## src/rtl/spi_reg_pkg.sv

```systemverilog
// Shared types and constants for the buck register-file SPI controller.
// Frame layout is {2'b00, data[9:0], addr[3:0]}, sent MSB first.
package spi_reg_pkg;

    typedef enum logic [2:0] {
        IDLE,
        SETUP,
        SCK_HI,
        SCK_LO,
        TRAIL,
        GAP
    } state_e;

    localparam logic [3:0] REG_CTRL    = 4'd0;
    localparam logic [3:0] REG_DUTY_HI = 4'd1;
    localparam logic [3:0] REG_DUTY_LO = 4'd2;
    localparam logic [3:0] REG_FREQ    = 4'd3;
    localparam logic [3:0] REG_4       = 4'd4;
    localparam logic [3:0] REG_5       = 4'd5;

    localparam int ADDR_LSB = 0;
    localparam int ADDR_MSB = 3;
    localparam int DATA_LSB = 4;
    localparam int DATA_MSB = 13;

    function automatic logic [15:0] build_frame(
        input logic [3:0] addr,
        input logic [9:0] data
    );
        logic [15:0] f;
        f = '0;
        f[ADDR_MSB:ADDR_LSB] = addr;
        f[DATA_MSB:DATA_LSB] = data;
        return f;
    endfunction

endpackage

```

## src/rtl/spi_sck_div.sv

```systemverilog
// SCK half-period timer: pulses tick every CLK_DIV clk cycles while enabled.
module spi_sck_div #(
    parameter int CLK_DIV = 4
) (
    input  logic clk,
    input  logic rst,
    input  logic en,
    output logic tick
);

    localparam logic [7:0] LAST = 8'(CLK_DIV - 1);

    logic [7:0] cnt_q;
    logic [7:0] cnt_d;

    always_comb begin
        tick  = en && (cnt_q == LAST);
        cnt_d = (!en || tick) ? 8'd0 : cnt_q + 8'd1;
    end

    always_ff @(posedge clk or negedge rst) begin
        if (!rst) cnt_q <= '0;
        else      cnt_q <= cnt_d;
    end

endmodule

```

## src/rtl/spi_reg_ctrl.sv

```systemverilog
// SPI mode-0 initiator turning register-write requests into 16-bit frames
// and capturing the peripheral's CIPO reply.
module spi_reg_ctrl
    import spi_reg_pkg::*;
#(
    parameter int CLK_DIV      = 4,
    parameter int LENGTH_SEND  = 16,
    parameter int LENGTH_COUNT = 6,
    parameter int PAUSE        = 10
) (
    input  logic                   clk,
    input  logic                   rst,
    input  logic                   req_valid,
    output logic                   req_ready,
    input  logic [3:0]             req_addr,
    input  logic [9:0]             req_data,
    output logic                   rsp_valid,
    output logic [LENGTH_SEND-1:0] rsp_data,
    output logic                   busy,
    output logic                   SCK,
    output logic                   COPI,
    output logic                   CS,
    input  logic                   CIPO
);

    localparam logic [LENGTH_COUNT-1:0] LAST_BIT = LENGTH_COUNT'(LENGTH_SEND);
    localparam logic [15:0]             GAP_LAST = 16'(PAUSE - 1);

    state_e state_q, state_d;
    logic [LENGTH_SEND-1:0]  tx_q, tx_d;
    logic [LENGTH_SEND-1:0]  rx_q, rx_d;
    logic [LENGTH_SEND-1:0]  rsp_data_q, rsp_data_d;
    logic [LENGTH_COUNT-1:0] bit_cnt_q, bit_cnt_d;
    logic [15:0]             gap_q, gap_d;
    logic cs_q, cs_d, sck_q, sck_d, copi_q, copi_d;
    logic rdy_q, rdy_d, busy_q, busy_d, rv_q, rv_d;
    logic tick, div_en;

    assign div_en = (state_q == SETUP) || (state_q == SCK_HI) ||
                    (state_q == SCK_LO) || (state_q == TRAIL);

    spi_sck_div #(.CLK_DIV(CLK_DIV)) u_div (
        .clk (clk),
        .rst (rst),
        .en  (div_en),
        .tick(tick)
    );

    always_comb begin
        state_d    = state_q;
        tx_d       = tx_q;
        rx_d       = rx_q;
        rsp_data_d = rsp_data_q;
        bit_cnt_d  = bit_cnt_q;
        gap_d      = gap_q;
        cs_d       = cs_q;
        sck_d      = sck_q;
        copi_d     = copi_q;
        rdy_d      = rdy_q;
        busy_d     = busy_q;
        rv_d       = 1'b0;
        unique case (state_q)
            IDLE: begin
                // req_ready low in IDLE means a request was just latched.
                if (rdy_q) begin
                    if (req_valid) begin
                        tx_d  = LENGTH_SEND'(build_frame(req_addr, req_data));
                        rdy_d = 1'b0;
                    end
                end else begin
                    cs_d      = 1'b0;
                    copi_d    = tx_q[LENGTH_SEND-1];
                    busy_d    = 1'b1;
                    bit_cnt_d = '0;
                    state_d   = SETUP;
                end
            end
            SETUP, SCK_LO: begin
                if (tick) begin
                    sck_d     = 1'b1;
                    rx_d      = {rx_q[LENGTH_SEND-2:0], CIPO};
                    bit_cnt_d = bit_cnt_q + LENGTH_COUNT'(1);
                    state_d   = SCK_HI;
                end
            end
            SCK_HI: begin
                if (tick) begin
                    sck_d = 1'b0;
                    if (bit_cnt_q == LAST_BIT) begin
                        state_d = TRAIL;
                    end else begin
                        tx_d    = tx_q << 1;
                        copi_d  = tx_q[LENGTH_SEND-2];
                        state_d = SCK_LO;
                    end
                end
            end
            TRAIL: begin
                if (tick) begin
                    cs_d       = 1'b1;
                    copi_d     = 1'b0;
                    rv_d       = 1'b1;
                    rsp_data_d = rx_q;
                    gap_d      = '0;
                    if (PAUSE == 0) begin
                        busy_d  = 1'b0;
                        rdy_d   = 1'b1;
                        state_d = IDLE;
                    end else begin
                        state_d = GAP;
                    end
                end
            end
            GAP: begin
                if (gap_q == GAP_LAST) begin
                    busy_d  = 1'b0;
                    rdy_d   = 1'b1;
                    state_d = IDLE;
                end else begin
                    gap_d = gap_q + 16'd1;
                end
            end
            default: state_d = IDLE;
        endcase
    end

    always_ff @(posedge clk or negedge rst) begin
        if (!rst) begin
            state_q    <= IDLE;
            tx_q       <= '0;
            rx_q       <= '0;
            rsp_data_q <= '0;
            bit_cnt_q  <= '0;
            gap_q      <= '0;
            cs_q       <= 1'b1;
            sck_q      <= 1'b0;
            copi_q     <= 1'b0;
            rdy_q      <= 1'b1;
            busy_q     <= 1'b0;
            rv_q       <= 1'b0;
        end else begin
            state_q    <= state_d;
            tx_q       <= tx_d;
            rx_q       <= rx_d;
            rsp_data_q <= rsp_data_d;
            bit_cnt_q  <= bit_cnt_d;
            gap_q      <= gap_d;
            cs_q       <= cs_d;
            sck_q      <= sck_d;
            copi_q     <= copi_d;
            rdy_q      <= rdy_d;
            busy_q     <= busy_d;
            rv_q       <= rv_d;
        end
    end

    assign req_ready = rdy_q;
    assign rsp_valid = rv_q;
    assign rsp_data  = rsp_data_q;
    assign busy      = busy_q;
    assign SCK       = sck_q;
    assign COPI      = copi_q;
    assign CS        = cs_q;

endmodule

```

## config.mk

```make
export PLATFORM = sky130hd
export DESIGN_NAME = spi_reg_ctrl
export DESIGN_NICKNAME = d
export VERILOG_FILES = /design/src/rtl/spi_reg_pkg.sv /design/src/rtl/spi_sck_div.sv /design/src/rtl/spi_reg_ctrl.sv
export SDC_FILE = /design/constraint.sdc
export NUM_CORES = 1
export LEC_CHECK = 0
export ABC_CLOCK_PERIOD_IN_PS = 4500
export BUFFER_PORTS_ARGS = -buffer_cell sky130_fd_sc_hd__buf_2
export CORE_MARGIN = 4
export CORE_UTILIZATION = 45
export DETAILED_ROUTE_END_ITERATION = 7
export GPL_TIMING_DRIVEN = 1
export SLEW_MARGIN = 30
export SYNTH_ARGS = -nofsm -noshare
export SYNTH_HDL_FRONTEND = slang
export SYNTH_SLANG_ARGS = --single-unit
```

## constraint.sdc

```tcl
create_clock -name clk -period 4.5 [get_ports clk]
set_clock_uncertainty 0.05 [all_clocks]
set_input_delay 0.9 -clock clk [delete_from_list [all_inputs] [get_ports clk]]
set_output_delay 0.9 -clock clk [all_outputs]
set_load 0.02 [all_outputs]
```

# After elaboration in Yosys (flattened, before gate mapping)
# Index checks and enable logic that the tools add are counted.
totals:
  reg_bits: 87
  in_bits: 18
  out_inout_bits: 22
  word_cells: 96
classes:
  addsub: 3
  eq_ne: 17
  n_mux: 37
  n_reduce_logical: 26
op_table:
  columns: ["operator", "n"]
  rows:
  - ["$mux 16", 6]
  - ["$pmux 16 s2", 2]
  - ["$mux 3", 6]
  - ["$ne 2x2->1 const B", 9]
  - ["$add 16x1->16 const B", 1]
  - ["$eq 16x4->1 const B", 1]
  - ["$pmux 3 s5", 1]
  - ["$reduce_and 3->1", 5]
  - ["$reduce_and 5->1", 3]
  - ["$mux 1", 13]
  - ["$mux 6", 2]
  - ["$pmux 6 s2", 1]
  - ["$reduce_bool 2->1", 6]
  - ["$add 8x1->8 const B", 1]
  - ["$eq 8x2->1 const B", 1]
  - ["$mux 8", 1]
  - ["$pmux 1 s2", 4]
  - ["$add 6x1->6 const B", 1]
  - ["$eq 3x2->1 const B", 2]
  - ["$eq 3x3->1 const B", 2]
  - ["$eq 6x5->1 const B", 1]
  - ["$reduce_and 2->1", 3]
  - ["$logic_or 1x1->1", 4]
  - ["$eq 3x1->1 const B", 1]
  - ["other kinds (6)", 6]

# Longest topological paths before layout
logic_depth:
  word_depth: 7
  depth_mapped: 7
  ltp_nobuf: 6

# Cells and area by module
# Synthesis repeated with hierarchy kept, for this count alone.
hier_totals:
  cells_unflattened: 414
  area_unflattened_um2: 4127.7
modules_own_cells:
  columns: ["module", "instances", "cells_each", "area_each_um2", "seq_area_each_um2"]
  rows:
  - ["spi_reg_ctrl", 1, 375, 3728.6, 1979.4]
  - ["spi_sck_div", 1, 39, 399.1, 200.2]

# Least setup slack after synthesis
# Ideal clock, no wire load.
synth_timing:
  path_kind: "reg2reg"
  startpoint: "reg u_div.cnt_q[0]"
  endpoint: "reg rx_q[10]"
  setup_time_ns: 0.125
  t_arrival_ns: 1.904
  required_ns: 4.325
  setup_slack_ns: 2.421
  stages_incl_launch_ff: 6
  path_buffers: 1
  synth_period_minus_slack_ns: 2.079
  path_cell_list: "dfrtp_1 > ha_1 > or4b_4 > nor3_4 > buf_8 > mux2_4"
synth_between:
  elab_chain_len: 3
synth_lines:
  columns: ["element", "line_no", "source"]
  rows:
  - ["start: declaration", "spi_sck_div.sv:13", "logic [7:0] cnt_q;"]
  - ["start signal: assignment", "spi_sck_div.sv:23", "else cnt_q <= cnt_d;"]
  - ["$eq 8x2->1", "spi_sck_div.sv:17", "tick = en && (cnt_q == LAST);"]
  - ["$logic_and 1x1->1", "spi_sck_div.sv:17", null]
  - ["$reduce_and 2->1 (no line)", null, null]
  - ["end signal: assignment", "spi_reg_ctrl.sv:144", "rx_q <= rx_d;"]
  - ["end: declaration", "spi_reg_ctrl.sv:31", "logic [LENGTH_SEND-1:0] rx_q, rx_d;"]
# Every way passes these cells.
# A chain may end at the register's enable or synchronous reset.

# Final worst setup path
layout_timing:
  startpoint: "reg state_q[0]"
  endpoint: "reg rx_q[0]"
layout_between:
  elab_chain_len: 6
  word_cells_on_any_way: 10
  classes_between: "eq/ne (4); reduce/logical (6)"
layout_lines:
  columns: ["element", "line_no", "source"]
  rows:
  - ["start: declaration", "spi_reg_ctrl.sv:29", "state_e state_q, state_d;"]
  - ["start signal: assignment", "spi_reg_ctrl.sv:142", "state_q <= state_d;"]
  - ["$eq 3x1->1 / $eq 3x2->1 (equally long branches)", "spi_reg_ctrl.sv:39, spi_reg_ctrl.sv:62", null]
  - ["$logic_or 1x1->1 (2 in a row)", "spi_reg_ctrl.sv:39", "assign div_en = (state_q == SETUP) || (state_q == SCK_HI) ||"]
  - ["$logic_or 1x1->1", "spi_reg_ctrl.sv:40", "(state_q == SCK_LO) || (state_q == TRAIL);"]
  - ["$logic_and 1x1->1", "spi_sck_div.sv:17", null]
  - ["$reduce_and 2->1 (no line) (*)", null, null]
# Every way passes the cells marked *; elsewhere a longest branch is shown, timed or not.

==> run_results.csv <==
group,metric,value,unit
pwr,p_leak,2.160,nW
timing,fin_crit,2605,ps
logic_synthesis,synthMostInstantiatedCell,"dfrtp_1",
global_routing,grt_max_degree,57,
logic_synthesis,synth_area_leaders,"dfrtp_1 52%, mux2_2 10%, nand2_1 6.5%",
logic_synthesis,synth-simple-area-share,19.65,%
outcome,status,"completed",
logic_synthesis,synth-xor-area-share,3.636,%
setup_path,cp-end-kind,"register",
logic_synthesis,synthTopCellsByCount,"85 x dfrtp_1, 71 x nand2_1, 38 x mux2_2, 24 x nor2_1, 14 x xnor2_1",
timing,period_share,57.89,%
cts,cts.repair.resized,0,
pwr,finalPower,2.115,mW
route,finalWirelength,7.583,mm
global_routing,grtUsageMet2,24.22,%
logic_synthesis,synth_nets,400,
setup_path,crit_family,"simple AND/OR/NAND/NOR gates",
timing,slew_headroom,40.13,%
cts,clockRootBuffer,"clkbuf_8",
global_routing,grt_pass1_vias,2801,
setup_path,cp_max_fo,18,
route,route.vias.total,2771,
logic_synthesis,synthCells,377,
die,die_w,103.4,µm
global_routing,grt.busiest_layer,"met2",
die,die_y,103.4,µm
route,antenna_left,0,
die,die-area,10690,µm²
logic_synthesis,ys_ff_latch,87,
place,gp_congestion,0.7725,
hold_path,min-delay-path-class,"register to register",
cts,clockBufferDepth,2,
logic_synthesis,ys_types,54,
cts,clock_sinks,87,
pwr,power_per_cell_area,464.2,nW/µm²
place,io_buffers,39,
cts,htreeDepth,3,
setup_path,timing.rr.start,"state_q[0]$_DFFE_PN0P_",
setup_path,crit_chain,"inv_1 -> or4_1 -> nor3_4 -> buf_6 -> mux2_2",
setup_path,reg2reg_depth,5,
global_routing,antenna_found_initial,0,
logic_synthesis,yosysTopAreaCell,"dfrtp_1",
place,hpwl,5.146,mm
layout,area_growth,11.24,%
setup_path,reg2reg_to,"rx_q[0]$_DFFE_PN0P_",
hold_path,hold_depth,2,
logic_synthesis,ys_seq_area_share,53.22,%
layout,drive_above_1_share,27.14,%
logic_synthesis,synthAdderAreaFrac,1.528,%
hold_path,min_from,"CS$_DFFE_PN1P_",
logic_synthesis,async_reset_ff_share,100.0,%
global_routing,grt.met3_usage,2.616,%
timing,hold_violations,0,
setup_path,crit_type,"register to register",
timing,finalMaxSlewViolations,0,
die,row_count,34,
logic_synthesis,synth-edff-count,0,
global_routing,track_usage,15.35,%
route,firstDrtPassIters,4,
die,start_util,46.50,%
cts,clk_pin_slew_worst_paths,80,ps
setup_path,critPathMaxStageDelay,680,ps
global_routing,grt_pass1_wl,12.90,mm
die,core-area,8806,µm²
layout,fin_nets,439,
logic_synthesis,synth_top_family_by_area,"simple AND/OR/NAND/NOR gates",
route,remaining_drc_errors,0,
timing,tightest_slew,897.1,ps
route,viasPerCell,5.248,
route,drt_iter0_markers,71,
logic_synthesis,synthMuxAreaShare,13.75,%
cts,postCtsHoldBufs,0,
timing,finalSetupViolCount,0,
logic_synthesis,synth-compound-area-share,5.347,%
setup_path,cp_slowest_cell,"dfrtp_1",
cts,insertion_delay,350,ps
route,routedWlPerCell,14.36,µm
setup_path,ff2ff_setup_slack,1900,ps
logic_synthesis,yosys_warnings,0,
logic_synthesis,synth_top_area_share,51.94,%
cts,cts_setup_buffers,0,
setup_path,critical_path_buf_inv_count,2,
layout,diodes,0,
setup_path,cp.arrival,2790,ps
layout,utilization,51.73,%
logic_synthesis,synth_area,4095,µm²
pwr,ir_drop,0.2178,mV
logic_synthesis,syn-mean-instance-area,10.86,µm²
timing,fin_setup_tns,0,ps
cts,cts_buffers,9,
layout,n_fill_cell,797,
setup_path,cp.required,4690,ps
cts,cts_tree,"built",
timing,rsz0062_at_grt,"false",
setup_path,setup.worst_path.start_class,"register",
global_routing,grt_overflow,0,
global_routing,grt_util_met1,20.80,%
timing,fmax,0.3839,GHz
setup_path,startpoint,"state_q[0]$_DFFE_PN0P_",
run,maxCapViolCount,0,
hold_path,min_to,"CS$_DFFE_PN1P_",
die,ios,40,
logic_synthesis,yosys_most_used_dff,"dfrtp_1",
[how the worst max path moves through the flow]
stage	to	slack (ps)	cells after the start
2_1_floorplan	rx_q[10]$_DFFE_PN0P_	2420	5
4_1_cts	rx_q[0]$_DFFE_PN0P_	1790	4
3_5_place_dp	rx_q[0]$_DFFE_PN0P_	1800	4
3_3_place_gp	rx_q[15]$_DFFE_PN0P_	1900	4
5_1_grt	rx_q[4]$_DFFE_PN0P_	1740	5
6_report	rx_q[0]$_DFFE_PN0P_	1900	5
[where the power goes]
| group | switching, mW | leakage (nW) | internal (mW) |
|---|---|---|---|
| Combinational | 0.267 | 0.931 | 0.317 |
| Clock | 0.277 | 0.0817 | 0.200 |
| Sequential | 0.128 | 1.15 | 0.925 |
[per-stage QoR]
stage	setup WS [ps]	area (µm²)	std cells	hold WS, ps
after global routing	1736	4556	528	432.2
after CTS	1793	4544	527	412.9
final	1895	4556	528	411.3
after detailed placement	1802	4374	512	402.4
after global placement	1896	4374	512	394.3
after floorplan	2421	4095	377	382.9
[per-layer routing]
| metal | wire [µm] | up-vias | part of all wire (%) |
|---|---|---|---|
| li1 | - | 1376 | - |
| met1 | 3699 | 1342 | 49 |
| met2 | 3546 | 42 | 47 |
| met3 | 212 | 11 | 2.8 |
| met4 | 124 | 0 | 1.6 |
| met5 | 0 | - | 0 |
[registers in the layout (all words and copies together), names as in the netlist, 3 cells and up]
register / count
tx_q: 16
gap_q: 16
rx_q: 16
bit_cnt_q: 6
state_q: 3
u_div.cnt_q: 8
rsp_data: 16
[final cells by class]
type                            instances  area (µm²)  area share (%)
Clock buffer                            9       123.9           2.719
Clock inverter                          6       46.29           1.016
Inverter                               11       41.29          0.9063
Multi-Input combinational cell        264        1798           39.47
Sequential cell                        87        2180           47.84
Tap cell                              108       135.1           2.966
Timing Repair Buffer                   43       231.5           5.081
[cells in the final DEF, fill, tap and decap left out, types with 2 or more instances in the layout]
cell type,n
a21boi_0,2
a21oi_1,8
and2_1,2
and3b_1,2
buf_2,38
buf_4,4
clkbuf_8,9
clkinv_4,2
clkinvlp_4,2
dfrtp_1,85
dfstp_2,2
ha_1,5
inv_1,11
mux2_2,38
mux2_4,7
mux2i_1,3
nand2_1,71
nand3_1,9
nand4_1,8
nand4b_1,2
nor2_1,24
nor2b_1,4
nor3_1,7
nor3b_1,2
nor4_1,12
o21ai_0,9
or3_1,6
xnor2_1,14
xor2_1,3
[worst reg2reg max path, stage by stage, from the launching register on]
cell     delay, ps
dfrtp_1        680
inv_1          190
or4_1          500
nor3_4         490
buf_6          240
mux2_2         350
[cells by family after synthesis]
logic type               count (synthesis)
AO/OA/AOI/OAI                           33
AND/OR/NAND/NOR                        161
flip-flops                              87
buffers and inverters                   26
adder cells (fa/ha/maj)                  5
multiplexers                            48
XOR/XNOR                                17
No activity file was read; power rests on OpenSTA's default activity.
